$ cat src/rtl/systolic_pkg.sv
// Shared constants and tag layout for the systolic MAC datapath.
package systolic_pkg;

   localparam int MUL_LAT_MIN = 1;
   localparam int MUL_LAT_MAX = 8;

   // One entry of the tag line that shadows the multiplier pipeline.
   typedef struct packed {
      logic valid;
      logic last;
   } tag_t;

   // The accumulator must be at least as wide as the product it sums.
   function automatic bit acc_width_ok(input int prod_w, input int acc_w);
      return acc_w >= prod_w;
   endfunction

endpackage

$ cat src/rtl/mac_accumulator_if.sv
// Operand/result handshake bundle between the multiplier side, the
// accumulator and the downstream result consumer.
interface mac_accumulator_if #(
   parameter int PROD_W = 32,
   parameter int ACC_W  = 40,
   parameter int CNT_W  = 8
);
   logic              in_valid;
   logic              in_last;
   logic              in_ready;
   logic              pip_en;
   logic [PROD_W-1:0] mul_out;
   logic              acc_clear;
   logic              out_valid;
   logic              out_ready;
   logic [ACC_W-1:0]  out_data;
   logic              out_sat;
   logic [CNT_W-1:0]  out_count;

   modport master (
      output in_valid, in_last, mul_out, acc_clear, out_ready,
      input  in_ready, pip_en, out_valid, out_data, out_sat, out_count
   );

   modport slave (
      input  in_valid, in_last, mul_out, acc_clear, out_ready,
      output in_ready, pip_en, out_valid, out_data, out_sat, out_count
   );
endinterface

$ cat src/rtl/mac_tag_pipe.sv
// Tag delay line that tracks {valid, last} alongside the multiplier stages.
// Advances only on shift_i; flush_i wipes every entry, including the one
// being loaded on the same edge.
module mac_tag_pipe
   import systolic_pkg::*;
#(
   parameter int DEPTH = 1
) (
   input  logic clk,
   input  logic rst_n,
   input  logic shift_i,
   input  logic flush_i,
   input  tag_t tag_i,
   output tag_t tail_o
);

   tag_t [DEPTH-1:0] tag_q, tag_d;

   // Next tag line: flush dominates, otherwise shift toward the tail.
   always_comb begin
      tag_d = tag_q;
      if (flush_i) begin
         tag_d = '0;
      end else if (shift_i) begin
         tag_d[0] = tag_i;
         for (int k = 1; k < DEPTH; k++) tag_d[k] = tag_q[k-1];
      end
   end

   // Tag line register with asynchronous clear.
   always_ff @(posedge clk or negedge rst_n) begin
      if (!rst_n) tag_q <= '0;
      else        tag_q <= tag_d;
   end

   assign tail_o = tag_q[DEPTH-1];

endmodule

$ cat src/rtl/mac_accumulator.sv
// Dot-product accumulator behind a pipelined multiplier: saturating sum,
// sticky saturation flag, term counter and a single result holding register.
module mac_accumulator
   import systolic_pkg::*;
#(
   parameter int PROD_W  = 32,
   parameter int ACC_W   = 40,
   parameter int SIGNED  = 0,
   parameter int MUL_LAT = 1,
   parameter int CNT_W   = 8
) (
   input logic               clk,
   input logic               rst_n,
   mac_accumulator_if.slave  bus
);

   if (!acc_width_ok(PROD_W, ACC_W)) begin : g_bad_width
      $error("mac_accumulator: ACC_W must be >= PROD_W");
   end
   if (MUL_LAT < MUL_LAT_MIN || MUL_LAT > MUL_LAT_MAX) begin : g_bad_lat
      $error("mac_accumulator: MUL_LAT out of range 1..8");
   end

   localparam logic [ACC_W-1:0] S_MAX = {1'b0, {(ACC_W-1){1'b1}}};
   localparam logic [ACC_W-1:0] S_MIN = ~S_MAX;

   logic [ACC_W-1:0] acc_q, acc_d;
   logic             sat_q, sat_d;
   logic [CNT_W-1:0] cnt_q, cnt_d;
   logic             out_valid_q, out_valid_d;
   logic [ACC_W-1:0] out_data_q, out_data_d;
   logic             out_sat_q, out_sat_d;
   logic [CNT_W-1:0] out_count_q, out_count_d;

   logic             pip_en;
   tag_t             new_tag, tail;
   logic [ACC_W-1:0] prod_ext, sat_sum;
   logic [ACC_W:0]   sum_raw;
   logic             ovf;
   logic [CNT_W-1:0] cnt_inc;

   // Pipeline moves whenever the holding register can take a new result.
   assign pip_en        = ~out_valid_q | bus.out_ready;
   assign bus.in_ready  = pip_en;
   assign bus.pip_en    = pip_en;
   assign bus.out_valid = out_valid_q;
   assign bus.out_data  = out_data_q;
   assign bus.out_sat   = out_sat_q;
   assign bus.out_count = out_count_q;

   assign new_tag.valid = bus.in_valid;
   assign new_tag.last  = bus.in_valid & bus.in_last;

   mac_tag_pipe #(.DEPTH(MUL_LAT)) u_tags (
      .clk     (clk),
      .rst_n   (rst_n),
      .shift_i (pip_en),
      .flush_i (bus.acc_clear),
      .tag_i   (new_tag),
      .tail_o  (tail)
   );

   assign cnt_inc = (cnt_q == '1) ? cnt_q : cnt_q + 1'b1;

   // Extend the product and form the clamped sum plus its overflow flag.
   always_comb begin
      if (SIGNED != 0) prod_ext = ACC_W'($signed(bus.mul_out));
      else             prod_ext = ACC_W'(bus.mul_out);
      sum_raw = {1'b0, acc_q} + {1'b0, prod_ext};
      sat_sum = sum_raw[ACC_W-1:0];
      ovf     = 1'b0;
      if (SIGNED != 0) begin
         if ((acc_q[ACC_W-1] == prod_ext[ACC_W-1]) &&
             (sum_raw[ACC_W-1] != acc_q[ACC_W-1])) begin
            ovf     = 1'b1;
            sat_sum = acc_q[ACC_W-1] ? S_MIN : S_MAX;
         end
      end else if (sum_raw[ACC_W]) begin
         ovf     = 1'b1;
         sat_sum = '1;
      end
   end

   // Accumulate the tail product, hand a finished dot product to the
   // holding register, and honour clear ahead of accumulation.
   always_comb begin
      acc_d       = acc_q;
      sat_d       = sat_q;
      cnt_d       = cnt_q;
      out_valid_d = out_valid_q & ~bus.out_ready;
      out_data_d  = out_data_q;
      out_sat_d   = out_sat_q;
      out_count_d = out_count_q;
      if (bus.acc_clear) begin
         acc_d = '0;
         sat_d = 1'b0;
         cnt_d = '0;
      end else if (pip_en && tail.valid) begin
         if (tail.last) begin
            out_valid_d = 1'b1;
            out_data_d  = sat_sum;
            out_sat_d   = sat_q | ovf;
            out_count_d = cnt_inc;
            acc_d       = '0;
            sat_d       = 1'b0;
            cnt_d       = '0;
         end else begin
            acc_d = sat_sum;
            sat_d = sat_q | ovf;
            cnt_d = cnt_inc;
         end
      end
   end

   // Accumulator and result registers with asynchronous clear.
   always_ff @(posedge clk or negedge rst_n) begin
      if (!rst_n) begin
         acc_q       <= '0;
         sat_q       <= 1'b0;
         cnt_q       <= '0;
         out_valid_q <= 1'b0;
         out_data_q  <= '0;
         out_sat_q   <= 1'b0;
         out_count_q <= '0;
      end else begin
         acc_q       <= acc_d;
         sat_q       <= sat_d;
         cnt_q       <= cnt_d;
         out_valid_q <= out_valid_d;
         out_data_q  <= out_data_d;
         out_sat_q   <= out_sat_d;
         out_count_q <= out_count_d;
      end
   end

endmodule

$ cat src/flat_wrapper.sv
// flat-port wrapper written by rule: the top's interface ports become plain ports
module mac_accumulator_flat import systolic_pkg::*;
#(
   parameter int PROD_W  = 32,
   parameter int ACC_W   = 40,
   parameter int SIGNED  = 0,
   parameter int MUL_LAT = 1,
   parameter int CNT_W   = 8
)
  (clk, rst_n, bus_in_valid, bus_in_last, bus_mul_out, bus_acc_clear, bus_out_ready, bus_in_ready, bus_pip_en, bus_out_valid, bus_out_data, bus_out_sat, bus_out_count);
  mac_accumulator_if #(.PROD_W(PROD_W), .ACC_W(ACC_W), .CNT_W(CNT_W)) bus_i ();
  input logic clk;
  input logic rst_n;
  input wire logic [$bits(bus_i.in_valid)-1:0] bus_in_valid;
  input wire logic [$bits(bus_i.in_last)-1:0] bus_in_last;
  input wire logic [$bits(bus_i.mul_out)-1:0] bus_mul_out;
  input wire logic [$bits(bus_i.acc_clear)-1:0] bus_acc_clear;
  input wire logic [$bits(bus_i.out_ready)-1:0] bus_out_ready;
  output wire logic [$bits(bus_i.in_ready)-1:0] bus_in_ready;
  output wire logic [$bits(bus_i.pip_en)-1:0] bus_pip_en;
  output wire logic [$bits(bus_i.out_valid)-1:0] bus_out_valid;
  output wire logic [$bits(bus_i.out_data)-1:0] bus_out_data;
  output wire logic [$bits(bus_i.out_sat)-1:0] bus_out_sat;
  output wire logic [$bits(bus_i.out_count)-1:0] bus_out_count;
  assign bus_i.in_valid = bus_in_valid;
  assign bus_i.in_last = bus_in_last;
  assign bus_i.mul_out = bus_mul_out;
  assign bus_i.acc_clear = bus_acc_clear;
  assign bus_i.out_ready = bus_out_ready;
  assign bus_in_ready = bus_i.in_ready;
  assign bus_pip_en = bus_i.pip_en;
  assign bus_out_valid = bus_i.out_valid;
  assign bus_out_data = bus_i.out_data;
  assign bus_out_sat = bus_i.out_sat;
  assign bus_out_count = bus_i.out_count;
  mac_accumulator #(.PROD_W(PROD_W), .ACC_W(ACC_W), .SIGNED(SIGNED), .MUL_LAT(MUL_LAT), .CNT_W(CNT_W)) u_core (.clk(clk), .rst_n(rst_n), .bus(bus_i));
endmodule
$ cat config.mk
export PLATFORM = sky130hd
export DESIGN_NAME = mac_accumulator_flat
export DESIGN_NICKNAME = d
export VERILOG_FILES = /design/src/rtl/systolic_pkg.sv /design/src/rtl/mac_accumulator_if.sv /design/src/rtl/mac_tag_pipe.sv /design/src/rtl/mac_accumulator.sv /design/src/flat_wrapper.sv
export SDC_FILE = /design/constraint.sdc
export NUM_CORES = 1
export LEC_CHECK = 0
export BUFFER_PORTS_ARGS = -buffer_cell sky130_fd_sc_hd__buf_2
export CORE_ASPECT_RATIO = 1.1
export CORE_UTILIZATION = 50
export DETAILED_ROUTE_END_ITERATION = 10
export GPL_TIMING_DRIVEN = 1
export MAX_ROUTING_LAYER = met4
export PLACE_DENSITY = 0.71
export SYNTH_ARGS = -nofsm -noshare
export SYNTH_HDL_FRONTEND = slang
export SYNTH_SLANG_ARGS = --single-unit
$ cat constraint.sdc
create_clock -name clk -period 7.9 [get_ports clk]
set_clock_uncertainty 0.1 [all_clocks]
set_input_delay 0.395 -clock clk [delete_from_list [all_inputs] [get_ports clk]]
set_output_delay 0.395 -clock clk [all_outputs]
set_load 0.01 [all_outputs]
==> run_summary.xml, run 1 <==
<?xml version="1.0" encoding="UTF-8"?>
<metrics>
  <group name="detailed_routing">
    <metric name="drt-wirelength-per-cell" unit="um">16.1</metric>
    <metric name="detail_route.vias_per_cell" unit="">5.84</metric>
    <metric name="drc_errors" unit="">0</metric>
    <metric name="finalWirelength" unit="um">14700</metric>
    <metric name="vias" unit="">5316</metric>
    <metric name="route.antenna.remaining_nets" unit="">0</metric>
    <metric name="drt-pass1-iter-count" unit="">5</metric>
    <metric name="drt_iter0_drc" unit="">271</metric>
  </group>
  <group name="grt">
    <metric name="grt_pass1_vias" unit="">5059</metric>
    <metric name="grt_remaining_overflow" unit="">0</metric>
    <metric name="grt_use_total" unit="%">25.8</metric>
    <metric name="antenna_found_initial" unit="">0</metric>
    <metric name="global_route_wire_length_before_repair" unit="um">24400</metric>
    <metric name="grt_start_max_net_pins" unit="">59</metric>
  </group>
  <group name="setup_path">
    <metric name="crit_path_start_kind" unit="">register</metric>
    <metric name="timing.critical_path.fanout_max" unit="">22</metric>
    <metric name="worstSetupPathType" unit="">reg -&gt; reg</metric>
    <metric name="crit_path_end_kind" unit="">register</metric>
    <metric name="critPathRequiredTime" unit="ps">8050</metric>
    <metric name="worst_endpoint_data_arrival_time" unit="ps">4070</metric>
    <metric name="reg2reg_setup_slack" unit="ps">3980</metric>
  </group>
  <group name="clock_network">
    <metric name="cts.reportedPaths.clkPinSlew" unit="ps">70</metric>
    <metric name="worstSkewPairLatency" unit="ps">350</metric>
    <metric name="ctsLongestPathBuffers" unit="">2</metric>
    <metric name="clockRootBuffer" unit="">sky130_fd_sc_hd__clkbuf_16</metric>
    <metric name="clock_tree_from_tritoncts" unit="">done</metric>
    <metric name="clock_buffer_count_from_cts" unit="">9</metric>
    <metric name="cts_resized" unit="">0</metric>
    <metric name="htree_num_levels" unit="">3</metric>
    <metric name="cts.sinks" unit="">101</metric>
  </group>
  <group name="power">
    <metric name="pwr-share-seq" unit="%">43.0</metric>
    <metric name="p_per_area" unit="mW/mm2">210</metric>
    <metric name="report.power.total" unit="mW">1.43</metric>
    <metric name="leakage_component_of_the_power" unit="nW">3.36</metric>
    <metric name="ir_drop" unit="V">0.000166</metric>
    <metric name="clkPwrFrac" unit="%">33.9</metric>
    <metric name="switchingPower" unit="uW">430</metric>
    <metric name="cell_internal_pwr" unit="uW">995</metric>
    <metric name="combinationalPowerShare" unit="%">23.1</metric>
    <metric name="switching_share_of_power" unit="%">30.2</metric>
  </group>
  <group name="synth">
    <metric name="post_synth_edffs" unit="">0</metric>
    <metric name="netlist_area" unit="mm2">0.00593</metric>
    <metric name="seq_area_frac_synth" unit="%">42.6</metric>
    <metric name="distinct_cell_type_count_after_synthesis" unit="">56</metric>
    <metric name="async_flop_share" unit="%">100</metric>
    <metric name="synth.ff_latch_count" unit="">101</metric>
    <metric name="synthCells" unit="">689</metric>
    <metric name="synth_ff_type" unit="">sky130_fd_sc_hd__dfrtp_1</metric>
    <metric name="syn-num-nets" unit="">761</metric>
    <metric name="synth-warning-count" unit="">0</metric>
    <metric name="syn_avg_cell_area" unit="um2">8.60</metric>
  </group>
  <group name="finish">
    <metric name="area_delta_synth_final" unit="%">14.6</metric>
    <metric name="final_cell_count_no_fill" unit="">911</metric>
    <metric name="layout.cells.most_common" unit="">sky130_fd_sc_hd__nand2_1</metric>
    <metric name="mostFrequentLayoutCells" unit="">sky130_fd_sc_hd__nand2_1 (106), sky130_fd_sc_hd__dfrtp_1 (101), sky130_fd_sc_hd__o21ai_0 (91)</metric>
    <metric name="final_layout_size_suffix_gt1_share" unit="%">15.8</metric>
    <metric name="stdcell_area" unit="mm2">0.00679</metric>
    <metric name="layout.nets" unit="">828</metric>
    <metric name="insertedDiodeCount" unit="">0</metric>
    <metric name="post-route-util" unit="%">59.1</metric>
  </group>
  <group name="timing">
    <metric name="worstMarginPinSlew" unit="ps">853</metric>
    <metric name="clock.fmax" unit="MHz">255</metric>
    <metric name="min_period_over_period" unit="%">49.6</metric>
    <metric name="slew_headroom" unit="%">42.8</metric>
    <metric name="fin_tns_setup" unit="ps">0</metric>
    <metric name="grt_setup_unrepaired" unit="">no</metric>
    <metric name="setup_viol" unit="">0</metric>
    <metric name="final.min_clock_period" unit="ps">3920</metric>
    <metric name="timing.final.max_slew_violations" unit="">0</metric>
    <metric name="timing.hold.ws" unit="ps">204</metric>
    <metric name="finalHoldViolations" unit="">0</metric>
    <metric name="post-route-worst-setup-slack" unit="ps">3980</metric>
  </group>
  <group name="floorplanning">
    <metric name="dieWidth" unit="um">106</metric>
    <metric name="die_area" unit="mm2">0.0123</metric>
    <metric name="floorplan.initialDensity" unit="%">51.6</metric>
    <metric name="floorplan.rows" unit="">41</metric>
    <metric name="die_height" unit="um">116</metric>
    <metric name="coreArea" unit="mm2">0.0115</metric>
    <metric name="top_level_ports" unit="">90</metric>
  </group>
  <group name="place">
    <metric name="dpl.hpwl" unit="um">10400</metric>
    <metric name="place_congestion" unit="">0.885</metric>
    <metric name="preCtsSetupSlack" unit="ps">3890</metric>
    <metric name="port_buffers" unit="">89</metric>
    <metric name="placed_cell_area" unit="mm2">0.00646</metric>
    <metric name="place.detailed.instances" unit="">894</metric>
  </group>
  <group name="worst_hold_path">
    <metric name="min_path_type" unit="">in -&gt; reg</metric>
  </group>
  <group name="outcome">
    <metric name="result_of_the_run" unit="">completed</metric>
  </group>
  <group name="run">
    <metric name="maxCapViolations" unit="">0</metric>
  </group>
</metrics>
[synthesized netlist by cell type, types with 6 or more instances]
master	n	area share (%)
sky130_fd_sc_hd__o21ai_0	91	7.7
sky130_fd_sc_hd__and3_1	8	0.84
sky130_fd_sc_hd__a31oi_1	18	1.9
sky130_fd_sc_hd__o211ai_1	10	1.3
sky130_fd_sc_hd__nand2_1	107	6.8
sky130_fd_sc_hd__a21o_1	18	2.3
sky130_fd_sc_hd__nor3_1	7	0.59
sky130_fd_sc_hd__dfrtp_1	101	43
sky130_fd_sc_hd__nand3_1	24	2.0
sky130_fd_sc_hd__xnor2_1	22	3.3
sky130_fd_sc_hd__a211oi_1	6	0.76
sky130_fd_sc_hd__ha_1	33	7.0
sky130_fd_sc_hd__xor2_1	11	1.6
sky130_fd_sc_hd__nand2b_1	6	0.63
sky130_fd_sc_hd__nor2_1	69	4.4
sky130_fd_sc_hd__a21oi_1	44	3.7
sky130_fd_sc_hd__clkbuf_1	31	2.0
[final timing paths]
kind                                      endpoint  cells past startpoint               startpoint
setup / recovery                  u_core.acc_q[13]                     11         u_core.acc_q[15]
hold / removal             u_core.u_tags.tail_o[0]                      3              bus_in_last
setup reg to reg                  u_core.acc_q[13]                     11         u_core.acc_q[15]
hold reg to reg            u_core.bus.out_data[38]                      1  u_core.bus.out_data[38]
max in group asynchronous         u_core.acc_q[11]                      3                    rst_n
min in group asynchronous  u_core.bus.out_data[18]                      2                    rst_n
[power by group through the flow]
stage                     Clock (mW)  Sequential, mW  Combinational, mW
after floorplan                    0           0.642              0.183
after global placement             0           0.619              0.324
after detailed placement           0           0.622              0.328
after CTS                      0.492           0.613              0.330
after global routing           0.510           0.620              0.371
final                          0.483           0.613              0.329
[critical path, cell delays in order, from the launching register on]
cell	delay [ps]
sky130_fd_sc_hd__dfrtp_1	400
sky130_fd_sc_hd__ha_1	380
sky130_fd_sc_hd__nand2_1	120
sky130_fd_sc_hd__o21ai_0	270
sky130_fd_sc_hd__a31oi_1	180
sky130_fd_sc_hd__o21ai_0	330
sky130_fd_sc_hd__nor4b_4	110
sky130_fd_sc_hd__o31ai_2	700
sky130_fd_sc_hd__nor2b_2	540
sky130_fd_sc_hd__buf_4	360
sky130_fd_sc_hd__nor2_1	100
sky130_fd_sc_hd__o21ai_0	210
[sequential cells by signal, summed over array words and instances (netlist names)]
register and count:
u_core.cnt_q 8, u_core.bus.out_valid 1, u_core.bus.out_count 8, u_core.u_tags.tail_o 2, u_core.acc_q 40, u_core.bus.out_sat 1, u_core.sat_q 1, u_core.bus.out_data 40
[what timing repair did]
action,CTS,global route
hold endpoints to repair,43,0
buffers inserted,0,0
hold buffers,1,0
[layer usage]
| metal | up-vias | track usage, % | share of wire [%] |
|---|---|---|---|
| met3 | 15 | 3.68 | 4.7 |
| met4 | 0 | 9.44 | 1.4 |
| li1 | 2580 | - | - |
| met2 | 160 | 41.6 | 47 |
| met1 | 2561 | 33.5 | 46 |
| met5 | - | - | 0 |
[area by class of cell]
class | instances | area (um2)
clock inverter | 5 | 81.3
sequential | 101 | 2530
clock buffer | 11 | 243
multi-input combinational | 543 | 3230
tap | 150 | 188
fill | 1035 | 4700
inverter | 5 | 18.8
timing repair buffer | 96 | 503
[kinds of logic after synthesis]
| logic type | count (synthesis) | synth area share, % |
|---|---|---|
| simple gates | 249 | 18.7 |
| xor+xnor | 33 | 4.88 |
| buf+inv | 45 | 3.17 |
| fa+ha+maj | 34 | 7.30 |
| flops | 101 | 42.6 |
| compound gates | 222 | 22.5 |
| mux | 5 | 0.844 |
(Power assumes the default switching activity.)
==> run 2: changes to the inputs <==
--- a/config.mk
+++ b/config.mk
@@ -5,13 +5,14 @@
 export SDC_FILE = /design/constraint.sdc
 export NUM_CORES = 1
 export LEC_CHECK = 0
+export ABC_AREA = 1
 export BUFFER_PORTS_ARGS = -buffer_cell sky130_fd_sc_hd__buf_2
 export CORE_ASPECT_RATIO = 1.1
 export CORE_UTILIZATION = 50
 export DETAILED_ROUTE_END_ITERATION = 10
 export GPL_TIMING_DRIVEN = 1
 export MAX_ROUTING_LAYER = met4
-export PLACE_DENSITY = 0.71
+export PLACE_DENSITY = 0.73
 export SYNTH_ARGS = -nofsm -noshare
 export SYNTH_HDL_FRONTEND = slang
 export SYNTH_SLANG_ARGS = --single-unit
==> constraint.sdc (replaced) <==
create_clock -name clk -period 3.3 [get_ports clk]
set_clock_uncertainty 0.1 [all_clocks]
set_input_delay 0.165 -clock clk [delete_from_list [all_inputs] [get_ports clk]]
set_output_delay 0.165 -clock clk [all_outputs]
set_load 0.01 [all_outputs]
==> run 2 against run 1 <==
Net effect:
- worst hold slack worse by 190 ps
- area after synthesis up 19%
- sequential power up 140%
- clock-buffer cell count down 1
- total power up 140%
- via count up 27%
- clock power up 120%
- design area up 18%
- global-route usage up 1.9 points
- core utilization down 1.2 points
- critical endpoint is now u_core.bus.out_data[2]
==> run_summary.xml, run 2 <==
<?xml version="1.0" encoding="UTF-8"?>
<metrics>
  <group name="outcome">
    <metric name="result_of_the_run" unit="">completed</metric>
  </group>
  <group name="timing">
    <metric name="timing.final.max_slew_violations" unit="">0</metric>
    <metric name="clock.fmax" unit="MHz">352</metric>
    <metric name="slew_headroom" unit="%">28.1</metric>
    <metric name="grt_setup_unrepaired" unit="">no</metric>
    <metric name="fin_tns_setup" unit="ps">0</metric>
    <metric name="min_period_over_period" unit="%">86.0</metric>
    <metric name="final.min_clock_period" unit="ps">2840</metric>
    <metric name="worstMarginPinSlew" unit="ps">1080</metric>
    <metric name="setup_viol" unit="">0</metric>
    <metric name="finalHoldViolations" unit="">0</metric>
  </group>
  <group name="synth">
    <metric name="post_synth_edffs" unit="">0</metric>
    <metric name="synthCells" unit="">1069</metric>
    <metric name="synth_ff_type" unit="">sky130_fd_sc_hd__dfrtp_1</metric>
    <metric name="async_flop_share" unit="%">100</metric>
    <metric name="synth.most_common_cell" unit="">sky130_fd_sc_hd__nand2_1</metric>
    <metric name="synth.top_cells.by_count" unit="">sky130_fd_sc_hd__nand2_1 (480), sky130_fd_sc_hd__inv_1 (146), sky130_fd_sc_hd__dfrtp_1 (101)</metric>
    <metric name="syn-num-nets" unit="">1141</metric>
    <metric name="distinct_cell_type_count_after_synthesis" unit="">40</metric>
    <metric name="synth.top_cells.by_area" unit="">sky130_fd_sc_hd__dfrtp_1 (36%), sky130_fd_sc_hd__nand2_1 (26%), sky130_fd_sc_hd__inv_1 (7.8%)</metric>
    <metric name="synth.ff_latch_count" unit="">101</metric>
    <metric name="yosysTopAreaCell" unit="">sky130_fd_sc_hd__dfrtp_1</metric>
    <metric name="synth_top_area_share" unit="%">35.8</metric>
    <metric name="syn_avg_cell_area" unit="um2">6.60</metric>
    <metric name="synth-warning-count" unit="">0</metric>
    <metric name="seq_area_frac_synth" unit="%">35.8</metric>
    <metric name="netlist_area" unit="mm2">0.00706</metric>
  </group>
  <group name="detailed_routing">
    <metric name="drt-pass1-iter-count" unit="">5</metric>
    <metric name="drt_iter0_drc" unit="">393</metric>
    <metric name="drt-wirelength-per-cell" unit="um">13.6</metric>
    <metric name="route.antenna.remaining_nets" unit="">0</metric>
    <metric name="drc_errors" unit="">0</metric>
    <metric name="vias" unit="">6729</metric>
    <metric name="detail_route.vias_per_cell" unit="">5.00</metric>
    <metric name="finalWirelength" unit="um">18300</metric>
  </group>
  <group name="clock_network">
    <metric name="ctsLongestPathBuffers" unit="">2</metric>
    <metric name="worstSkewPairLatency" unit="ps">370</metric>
    <metric name="htree_num_levels" unit="">3</metric>
    <metric name="cts_setup_buffers" unit="">0</metric>
    <metric name="clockRootBuffer" unit="">sky130_fd_sc_hd__clkbuf_16</metric>
    <metric name="cts.sinks" unit="">101</metric>
    <metric name="clock_buffer_count_from_cts" unit="">9</metric>
    <metric name="clock_tree_from_tritoncts" unit="">done</metric>
    <metric name="cts_resized" unit="">0</metric>
    <metric name="cts.reportedPaths.clkPinSlew" unit="ps">80</metric>
  </group>
  <group name="finish">
    <metric name="mostFrequentLayoutCells" unit="">sky130_fd_sc_hd__nand2_1 (480), sky130_fd_sc_hd__inv_1 (146), sky130_fd_sc_hd__dfrtp_1 (101)</metric>
    <metric name="stdcell_area" unit="mm2">0.00799</metric>
    <metric name="insertedDiodeCount" unit="">0</metric>
    <metric name="final_layout_size_suffix_gt1_share" unit="%">12.5</metric>
    <metric name="area_delta_synth_final" unit="%">13.2</metric>
    <metric name="layout.nets" unit="">1226</metric>
    <metric name="layout.cells.most_common" unit="">sky130_fd_sc_hd__nand2_1</metric>
    <metric name="final_cell_count_no_fill" unit="">1347</metric>
    <metric name="nFillCells" unit="">1399</metric>
  </group>
  <group name="setup_path">
    <metric name="timing.critical_path.fanout_max" unit="">33</metric>
    <metric name="critPathRequiredTime" unit="ps">3460</metric>
    <metric name="sequence_of_cells_on_the_critical_path" unit="">ha_1 -&gt; fa_1 -&gt; nand2_1 -&gt; nand3_1 -&gt; nand3_1 -&gt; nand2_2 -&gt; nand2_1 -&gt; nand2_2 -&gt; nand3_2 -&gt; nand2_2 -&gt; nand2_4 -&gt; o21ai_0 -&gt; nand2_1 -&gt; nand2_1</metric>
    <metric name="crit_path_start_kind" unit="">register</metric>
    <metric name="crit_path_end_kind" unit="">register</metric>
    <metric name="kind_of_cell_with_the_highest_combined_delay_on_the_critical_path" unit="">simple AND/OR/NAND/NOR gates</metric>
    <metric name="ff2ff_path_depth" unit="">14</metric>
    <metric name="cp_slowest_cell" unit="">sky130_fd_sc_hd__nand2_4</metric>
    <metric name="worstSetupPathType" unit="">reg -&gt; reg</metric>
    <metric name="worst_path_largest_cell_delay" unit="ps">470</metric>
    <metric name="path_common_cell" unit="">sky130_fd_sc_hd__nand2_1</metric>
    <metric name="path_depth" unit="">14</metric>
    <metric name="worst_endpoint_data_arrival_time" unit="ps">3000</metric>
    <metric name="worst-path-buf-inv" unit="">0</metric>
  </group>
  <group name="floorplanning">
    <metric name="floorplan.initialDensity" unit="%">51.2</metric>
    <metric name="floorplan.rows" unit="">45</metric>
    <metric name="die_height" unit="um">127</metric>
    <metric name="dieWidth" unit="um">115</metric>
    <metric name="coreArea" unit="mm2">0.0138</metric>
    <metric name="top_level_ports" unit="">90</metric>
    <metric name="die_area" unit="mm2">0.0146</metric>
  </group>
  <group name="grt">
    <metric name="grt_remaining_overflow" unit="">0</metric>
    <metric name="global_route_wire_length_before_repair" unit="um">30700</metric>
    <metric name="grt_pass1_vias" unit="">6330</metric>
    <metric name="antenna_found_initial" unit="">0</metric>
    <metric name="grt_use_total" unit="%">27.7</metric>
    <metric name="global_route_met3_usage" unit="%">3.34</metric>
    <metric name="top_usage_layer" unit="">met2</metric>
    <metric name="grt_met1_use" unit="%">35.6</metric>
    <metric name="grt.met2_usage" unit="%">44.4</metric>
    <metric name="grt_start_max_net_pins" unit="">88</metric>
  </group>
  <group name="place">
    <metric name="place.detailed.instances" unit="">1327</metric>
    <metric name="placed_cell_area" unit="mm2">0.00765</metric>
    <metric name="port_buffers" unit="">89</metric>
    <metric name="place_congestion" unit="">0.942</metric>
    <metric name="dpl.hpwl" unit="um">14000</metric>
  </group>
  <group name="power">
    <metric name="ir_drop" unit="V">0.000265</metric>
    <metric name="clkPwrFrac" unit="%">31.4</metric>
    <metric name="p_per_area" unit="mW/mm2">431</metric>
    <metric name="leakage_component_of_the_power" unit="nW">4.80</metric>
    <metric name="combinationalPowerShare" unit="%">25.9</metric>
    <metric name="switching_share_of_power" unit="%">33.9</metric>
    <metric name="cell_internal_pwr" unit="mW">2.27</metric>
    <metric name="pwr-share-seq" unit="%">42.6</metric>
    <metric name="switchingPower" unit="mW">1.17</metric>
  </group>
  <group name="worst_hold_path">
    <metric name="min_path_type" unit="">in -&gt; reg</metric>
    <metric name="min_delay_path_depth" unit="">4</metric>
  </group>
  <group name="run">
    <metric name="maxCapViolations" unit="">0</metric>
  </group>
</metrics>
[run 2: metal layers]
| layer | share of wire (%) | vias to the layer above |
|---|---|---|
| met2 | 47 | 175 |
| met1 | 47 | 3047 |
| met5 | 0 | - |
| li1 | - | 3473 |
| met4 | 2.8 | 0 |
| met3 | 4.0 | 34 |
[run 2: cell families (layout without fill, tap and decap cells)]
group	after synthesis	in the layout	synth area share (%)
AO/OA/AOI/OAI	85	85	6.43
XOR/XNOR	18	18	2.23
adder cells (fa/ha/maj)	34	34	6.13
buffers and inverters	173	263	9.94
flip-flops	101	101	35.8
multiplexers	1	1	0.142
AND/OR/NAND/NOR	657	657	39.3
[run 2: final timing paths]
| kind | startpoint | to | slack, ps |
|---|---|---|---|
| worst max-delay path | u_core.acc_q[0] | u_core.bus.out_data[2] | 460 |
| worst min-delay path | bus_out_ready | u_core.u_tags.tail_o[1] | 10 |
| worst max register to register | u_core.acc_q[0] | u_core.bus.out_data[2] | 460 |
| worst min register to register | u_core.bus.out_data[17] | u_core.bus.out_data[17] | 370 |
| max in group asynchronous | rst_n | u_core.sat_q | 1870 |
| min in group asynchronous | rst_n | u_core.acc_q[12] | 440 |
[run 2: cell type report]
class	count	area, um2	area share [%]
clock buffers	10	239	2.99
inverters	148	556	6.95
repair buffers	99	533	6.67
well taps	188	235	2.94
multi-input cells	795	3840	48.0
clock inverters	6	63.8	0.799
flip-flops and latches	101	2530	31.6
[run 2: timing repair]
action	in CTS	in global routing
setup endpoints to repair	0	0
hold endpoints to repair	87	0
hold buffers	4	0
[run 2: per-stage QoR]
step	utilization [%]	power [mW]	hold slack [ps]	worst slack, ps
2_1_floorplan	-	2.06	-231	1110
3_3_place_gp	55.4	2.37	313	558
3_5_place_dp	55.4	2.38	315	465
4_1_cts	57.9	3.46	6.54	454
5_1_grt	57.9	3.64	76.7	156
6_report	57.9	3.44	14.8	461
[run 2: worst register-to-register path: cells and delay by family (launching register included)]
family | cells | cell delay [ps]
adders and majority gates | 2 | 640
AOI/OAI and AO/OA | 1 | 230
and+or+nand+nor | 11 | 1400
DFF | 1 | 390
[run 2: power by group through the flow]
stage / combinational, mW / clock (mW) / sequential, mW
3_3_place_gp: 0.884 / 0 / 1.48
5_1_grt: 1.02 / 1.13 / 1.48
2_1_floorplan: 0.517 / 0 / 1.55
3_5_place_dp: 0.892 / 0 / 1.49
4_1_cts: 0.899 / 1.09 / 1.47
6_report: 0.893 / 1.08 / 1.47
